--- src/rtl/vga_box_anim.sv ---
// Pixel stage after the VGA sync generator: draws a square that bounces once per frame.
// Define VGA_BOX_BORDER_EN to add a 4-pixel white frame and keep the box inside it.
module vga_box_anim #(
    parameter int         BOX_SIZE = 32,
    parameter int         SPEED    = 2,
    parameter logic [7:0] BOX_RGB  = 8'hE0,
    parameter logic [7:0] BG_RGB   = 8'h03
) (
    input  logic       clk,
    input  logic       reset,
    input  logic [9:0] pixel_x,
    input  logic [9:0] pixel_y,
    input  logic       hsync_in,
    input  logic       vsync_in,
    input  logic       pause,
    output logic [7:0] rgb,
    output logic       hsync,
    output logic       vsync,
    output logic       frame_tick
);

    localparam logic [10:0] H_VIS = 11'd640;
    localparam logic [10:0] V_VIS = 11'd480;
`ifdef VGA_BOX_BORDER_EN
    localparam logic [10:0] EDGE  = 11'd4;
`else
    localparam logic [10:0] EDGE  = 11'd0;
`endif
    localparam logic [10:0] X_LO  = EDGE;
    localparam logic [10:0] X_HI  = H_VIS - EDGE;
    localparam logic [10:0] Y_LO  = EDGE;
    localparam logic [10:0] Y_HI  = V_VIS - EDGE;
    localparam logic [10:0] SZ    = 11'(BOX_SIZE);
    localparam logic [10:0] SP    = 11'(SPEED);

    logic [9:0] box_x, box_y;
    logic       dir_x, dir_y;          // 1 = increasing coordinate
    logic [9:0] nxt_x, nxt_y;
    logic       nxt_dir_x, nxt_dir_y;
    logic       vs_d;
    logic       frame_tick_next;
    logic [1:0] hs_d, vsd;

    logic       video_on_s1, in_box_s1;
    logic [10:0] x11, y11, bx11, by11;

    assign x11  = {1'b0, pixel_x};
    assign y11  = {1'b0, pixel_y};
    assign bx11 = {1'b0, box_x};
    assign by11 = {1'b0, box_y};

    assign frame_tick_next = vs_d & ~vsync_in;

    // Bounce arithmetic is done 11 bits wide so the limit compares never wrap.
    always_comb begin
        nxt_x     = box_x;
        nxt_y     = box_y;
        nxt_dir_x = dir_x;
        nxt_dir_y = dir_y;
        if (dir_x) begin
            if (bx11 + SZ + SP >= X_HI) begin
                nxt_x     = 10'(X_HI - SZ);
                nxt_dir_x = 1'b0;
            end else begin
                nxt_x = 10'(bx11 + SP);
            end
        end else begin
            if (bx11 <= X_LO + SP) begin
                nxt_x     = 10'(X_LO);
                nxt_dir_x = 1'b1;
            end else begin
                nxt_x = 10'(bx11 - SP);
            end
        end
        if (dir_y) begin
            if (by11 + SZ + SP >= Y_HI) begin
                nxt_y     = 10'(Y_HI - SZ);
                nxt_dir_y = 1'b0;
            end else begin
                nxt_y = 10'(by11 + SP);
            end
        end else begin
            if (by11 <= Y_LO + SP) begin
                nxt_y     = 10'(Y_LO);
                nxt_dir_y = 1'b1;
            end else begin
                nxt_y = 10'(by11 - SP);
            end
        end
    end

    // Motion only on the vsync falling edge, i.e. during retrace.
    always_ff @(posedge clk) begin
        if (reset) begin
            box_x      <= 10'(X_LO);
            box_y      <= 10'(Y_LO);
            dir_x      <= 1'b1;
            dir_y      <= 1'b1;
            vs_d       <= 1'b1;
            frame_tick <= 1'b0;
        end else begin
            vs_d       <= vsync_in;
            frame_tick <= frame_tick_next;
            if (frame_tick_next && !pause) begin
                box_x <= nxt_x;
                box_y <= nxt_y;
                dir_x <= nxt_dir_x;
                dir_y <= nxt_dir_y;
            end
        end
    end

`ifdef VGA_BOX_BORDER_EN
    logic [9:0] x_s1, y_s1;
    logic       border_s2;

    always_ff @(posedge clk) begin
        if (reset) begin
            x_s1 <= '0;
            y_s1 <= '0;
        end else begin
            x_s1 <= pixel_x;
            y_s1 <= pixel_y;
        end
    end

    assign border_s2 = (x_s1 < 10'd4) || (x_s1 > 10'd635) ||
                       (y_s1 < 10'd4) || (y_s1 > 10'd475);
`else
    logic border_s2;
    assign border_s2 = 1'b0;
`endif

    always_ff @(posedge clk) begin
        if (reset) begin
            video_on_s1 <= 1'b0;
            in_box_s1   <= 1'b0;
            rgb         <= 8'h00;
            hs_d        <= 2'b11;
            vsd         <= 2'b11;
        end else begin
            video_on_s1 <= (x11 < H_VIS) && (y11 < V_VIS);
            in_box_s1   <= (x11 >= bx11) && (x11 < bx11 + SZ) &&
                           (y11 >= by11) && (y11 < by11 + SZ);
            if (!video_on_s1)   rgb <= 8'h00;
            else if (border_s2) rgb <= 8'hFF;
            else if (in_box_s1) rgb <= BOX_RGB;
            else                rgb <= BG_RGB;
            hs_d <= {hs_d[0], hsync_in};
            vsd  <= {vsd[0], vsync_in};
        end
    end

    assign hsync = hs_d[1];
    assign vsync = vsd[1];

endmodule

--- config.mk ---
export PLATFORM = sky130hd
export DESIGN_NAME = vga_box_anim
export DESIGN_NICKNAME = d
export VERILOG_FILES = /design/src/rtl/vga_box_anim.sv
export SDC_FILE = /design/constraint.sdc
export NUM_CORES = 1
export LEC_CHECK = 0
export BUFFER_PORTS_ARGS = -buffer_cell sky130_fd_sc_hd__buf_4
export CAP_MARGIN = 15
export CORE_MARGIN = 2
export CORE_UTILIZATION = 43
export CTS_CLUSTER_DIAMETER = 100
export DETAILED_ROUTE_END_ITERATION = 12
export GPL_TIMING_DRIVEN = 0
export PLACE_DENSITY = 0.63
export SLEW_MARGIN = 20
export SYNTH_ARGS = -nofsm -noshare
export SYNTH_HDL_FRONTEND = slang
export SYNTH_SLANG_ARGS = --single-unit
--- constraint.sdc ---
create_clock -name clk -period 4.65 [get_ports clk]
set_input_delay 0.6975 -clock clk [delete_from_list [all_inputs] [get_ports clk]]
set_output_delay 0.6975 -clock clk [all_outputs]
set_load 0.03 [all_outputs]
==> reports/metrics.yaml <==
status: "finished clean"
r2r-end: "box_y[2]"
yosysWarnings: 0
max-slew-margin-rel: 0.437
yosysUniqueCellTypes: 74
peakVddDrop_mv: 0.217
ff2ff_setup_slack_ns: 2.16
final_cell_area_um2: 3510
syn_inst: 369
dp_slack_ns: 2.07
ys_seq_area_frac: 0.191
cts.root.buffer_cell: "clkbuf_8"
drc: 0
multi_input_area_um2: 2200
layout-drive-gt1-share: 0.218
final_cells: 505
async_flop_share: 0
core_um2: 6830
critPathKind: "flop to flop"
worst_pin_slew_ns: 0.838
grt_first_pass_wirelength_um: 12800
cts_setup_buffers: 0
hold_buffers: 0
crit_path_end: "box_y[2]"
final_nets: 473
synth_flop_cell: "dfxtp_1"
fmax_mhz: 401
setup_viol: 0
synth_edf_count: 0
drt_first_pass_iters: 6
cts.sinks: 29
path_delay_family: "compound AO/OA/AOI/OAI gates"
worstPathArrival_ns: 2.62
ant_nets: 0
cp_max_fo: 10
clkSlewWorstSetupHoldPaths_ns: 0.07
setup_slack_ns: 2.16
worst-path-buf-inv: 2
track_usage: 0.212
p_clk_frac: 0.392
post_cts_resized: 0
place_inst: 497
cts_tree: "yes"
cpMaxStageDelayCell: "dfxtp_1"
ys_ff_latch: 29
antenna_found_initial: 0
finalWeightedCongestion: 0.818
htree_levels: 2
rows: 30
rsz0062_at_grt: "false"
syn_to_final_growth_pct: 15.4
r2r_cells: 9
share_comb_of_total_power: 0.239
path_cells: "buf_4 -> inv_1 -> ha_1 -> nand2b_1 -> nor3_1 -> o32ai_2 -> o211a_4 -> a311oi_2 -> a211oi_2"
maxSlewViolCount: 0
required_ns: 4.78
hpwl_um: 6020
n_antenna_cell: 0
die_height_um: 88.1
post-route-util: 0.514
timing_hold_violations_final: 0
clk_latency_ns: 0.28
power_leakage_nw: 1.37
critPathCaptureType: "flop"
seqCellArea_um2: 581
mostFrequentLayoutCells: "ha_1 (40), buf_4 (39), dfxtp_1 (29)"
seq_power_share: 0.370
avgSynthCellArea_um2: 8.24
cp_num_cells: 9
die_w_um: 88.1
reg2reg_from: "box_y[5]"
cts_max_path_buffers: 2
placed_area_um2: 3390
start_util: 0.445
cts_buffers: 5
die-area_um2: 7760
nFillCells: 678
max-cap-violations: 0
io_pins: 36
wl_um: 7960
setup_tns_ns: 0
post_drt_wl_per_cell_um: 15.8
netSwitchingFraction: 0.286
synth_area_um2: 3040
viasPerCell: 5.84
min_path_type: "flop to flop"
grt_pass1_vias: 2697
fin_crit_sh: 0.536
intPower_mw: 0.505
dr_total_vias: 2949
fin_crit_ns: 2.49
drt_iter0_drc: 239
overflow: 0
powerDensity_nw_per_um2: 202
port_buffers: 30
critPathMaxStageDelay_ns: 0.37
final_common_cell: "ha_1"
p_sw_mw: 0.203
fin_skew_ns: 0.00626
setup.worst_path.start_class: "flop"
worstSetupStartpoint: "box_y[5]"
grt_max_degree: 11
## cell usage after synthesis, types with 4 or more instances
cell type | instances | share of area
nor2_1 | 19 | 0.023
or3_1 | 4 | 0.0082
o21a_1 | 9 | 0.022
o31ai_1 | 4 | 0.0099
buf_2 | 9 | 0.015
clkbuf_1 | 7 | 0.0086
or2_2 | 6 | 0.012
a31oi_1 | 4 | 0.0082
a21oi_1 | 23 | 0.038
nor3_1 | 14 | 0.023
and3_1 | 6 | 0.012
xnor2_1 | 8 | 0.023
a21o_1 | 5 | 0.012
nor4_1 | 8 | 0.016
nand2_1 | 16 | 0.020
nand3_1 | 18 | 0.030
o21ai_0 | 19 | 0.031
dfxtp_1 | 29 | 0.19
inv_1 | 23 | 0.028
ha_1 | 40 | 0.16
o211ai_1 | 4 | 0.0099
buf_4 | 9 | 0.022
nand4_1 | 6 | 0.012
nand2b_1 | 4 | 0.0082
## registers in the layout, summed over array words and instances, names as in the netlist
register and flops:
rgb 2, in_box_s1 1, hs_d 2, frame_tick 1, box_x 9, vsd 2
dir_y 1, dir_x 1, box_y 9, video_on_s1 1
## worst min-delay path by stage
stage              start       to  slack (ns)  cells after the start
2_1_floorplan    hs_d[0]  hs_d[1]        0.39                      1
3_3_place_gp     hs_d[0]  hs_d[1]        0.39                      1
3_5_place_dp     hs_d[0]  hs_d[1]        0.40                      1
4_1_cts          hs_d[0]  hs_d[1]        0.41                      1
5_1_grt        in_box_s1   rgb[1]        0.43                      1
6_report         hs_d[0]  hs_d[1]        0.41                      1
## power by group through the flow
| stage | registers, mW | clock network (mW) | logic, mW |
|---|---|---|---|
| final | 0.262 | 0.277 | 0.169 |
| after detailed placement | 0.267 | 0 | 0.168 |
| after global routing | 0.263 | 0.293 | 0.188 |
| after global placement | 0.267 | 0 | 0.164 |
| after CTS | 0.261 | 0.285 | 0.169 |
| after floorplan | 0.268 | 0 | 0.114 |
## through the flow
stage / total power, mW / hold slack [ns]
5_1_grt: 0.744 / 0.431
3_5_place_dp: 0.435 / 0.399
2_1_floorplan: 0.382 / 0.389
6_report: 0.708 / 0.410
4_1_cts: 0.715 / 0.414
3_3_place_gp: 0.431 / 0.395
## logic make-up after synthesis
group	Yosys count	synth area share
adder cells (fa/ha/maj)	40	0.165
buffers and inverters	54	0.0865
flip-flops	29	0.191
other	1	0.00123
AND/OR/NAND/NOR	124	0.234
multiplexers	1	0.00370
AO/OA/AOI/OAI	107	0.272
XOR/XNOR	13	0.0469
## per-layer routing
layer / global-route usage / part of all wire / vias up
met4: 0.0661 / 0.020 / 0
li1: - / - / 1454
met1: 0.294 / 0.47 / 1377
met2: 0.340 / 0.45 / 103
met5: 0 / 0 / -
met3: 0.0320 / 0.059 / 15
## area by class of cell
type	count	share of cell area
plain buffers	30	0.0492
clock buffers	7	0.0246
clock inverters	1	0.00856
inverters	24	0.0257
multi-input cells	288	0.628
flip-flops and latches	29	0.165
well taps	96	0.0342
repair buffers	30	0.0642
No activity file was read; power rests on OpenSTA's default activity.
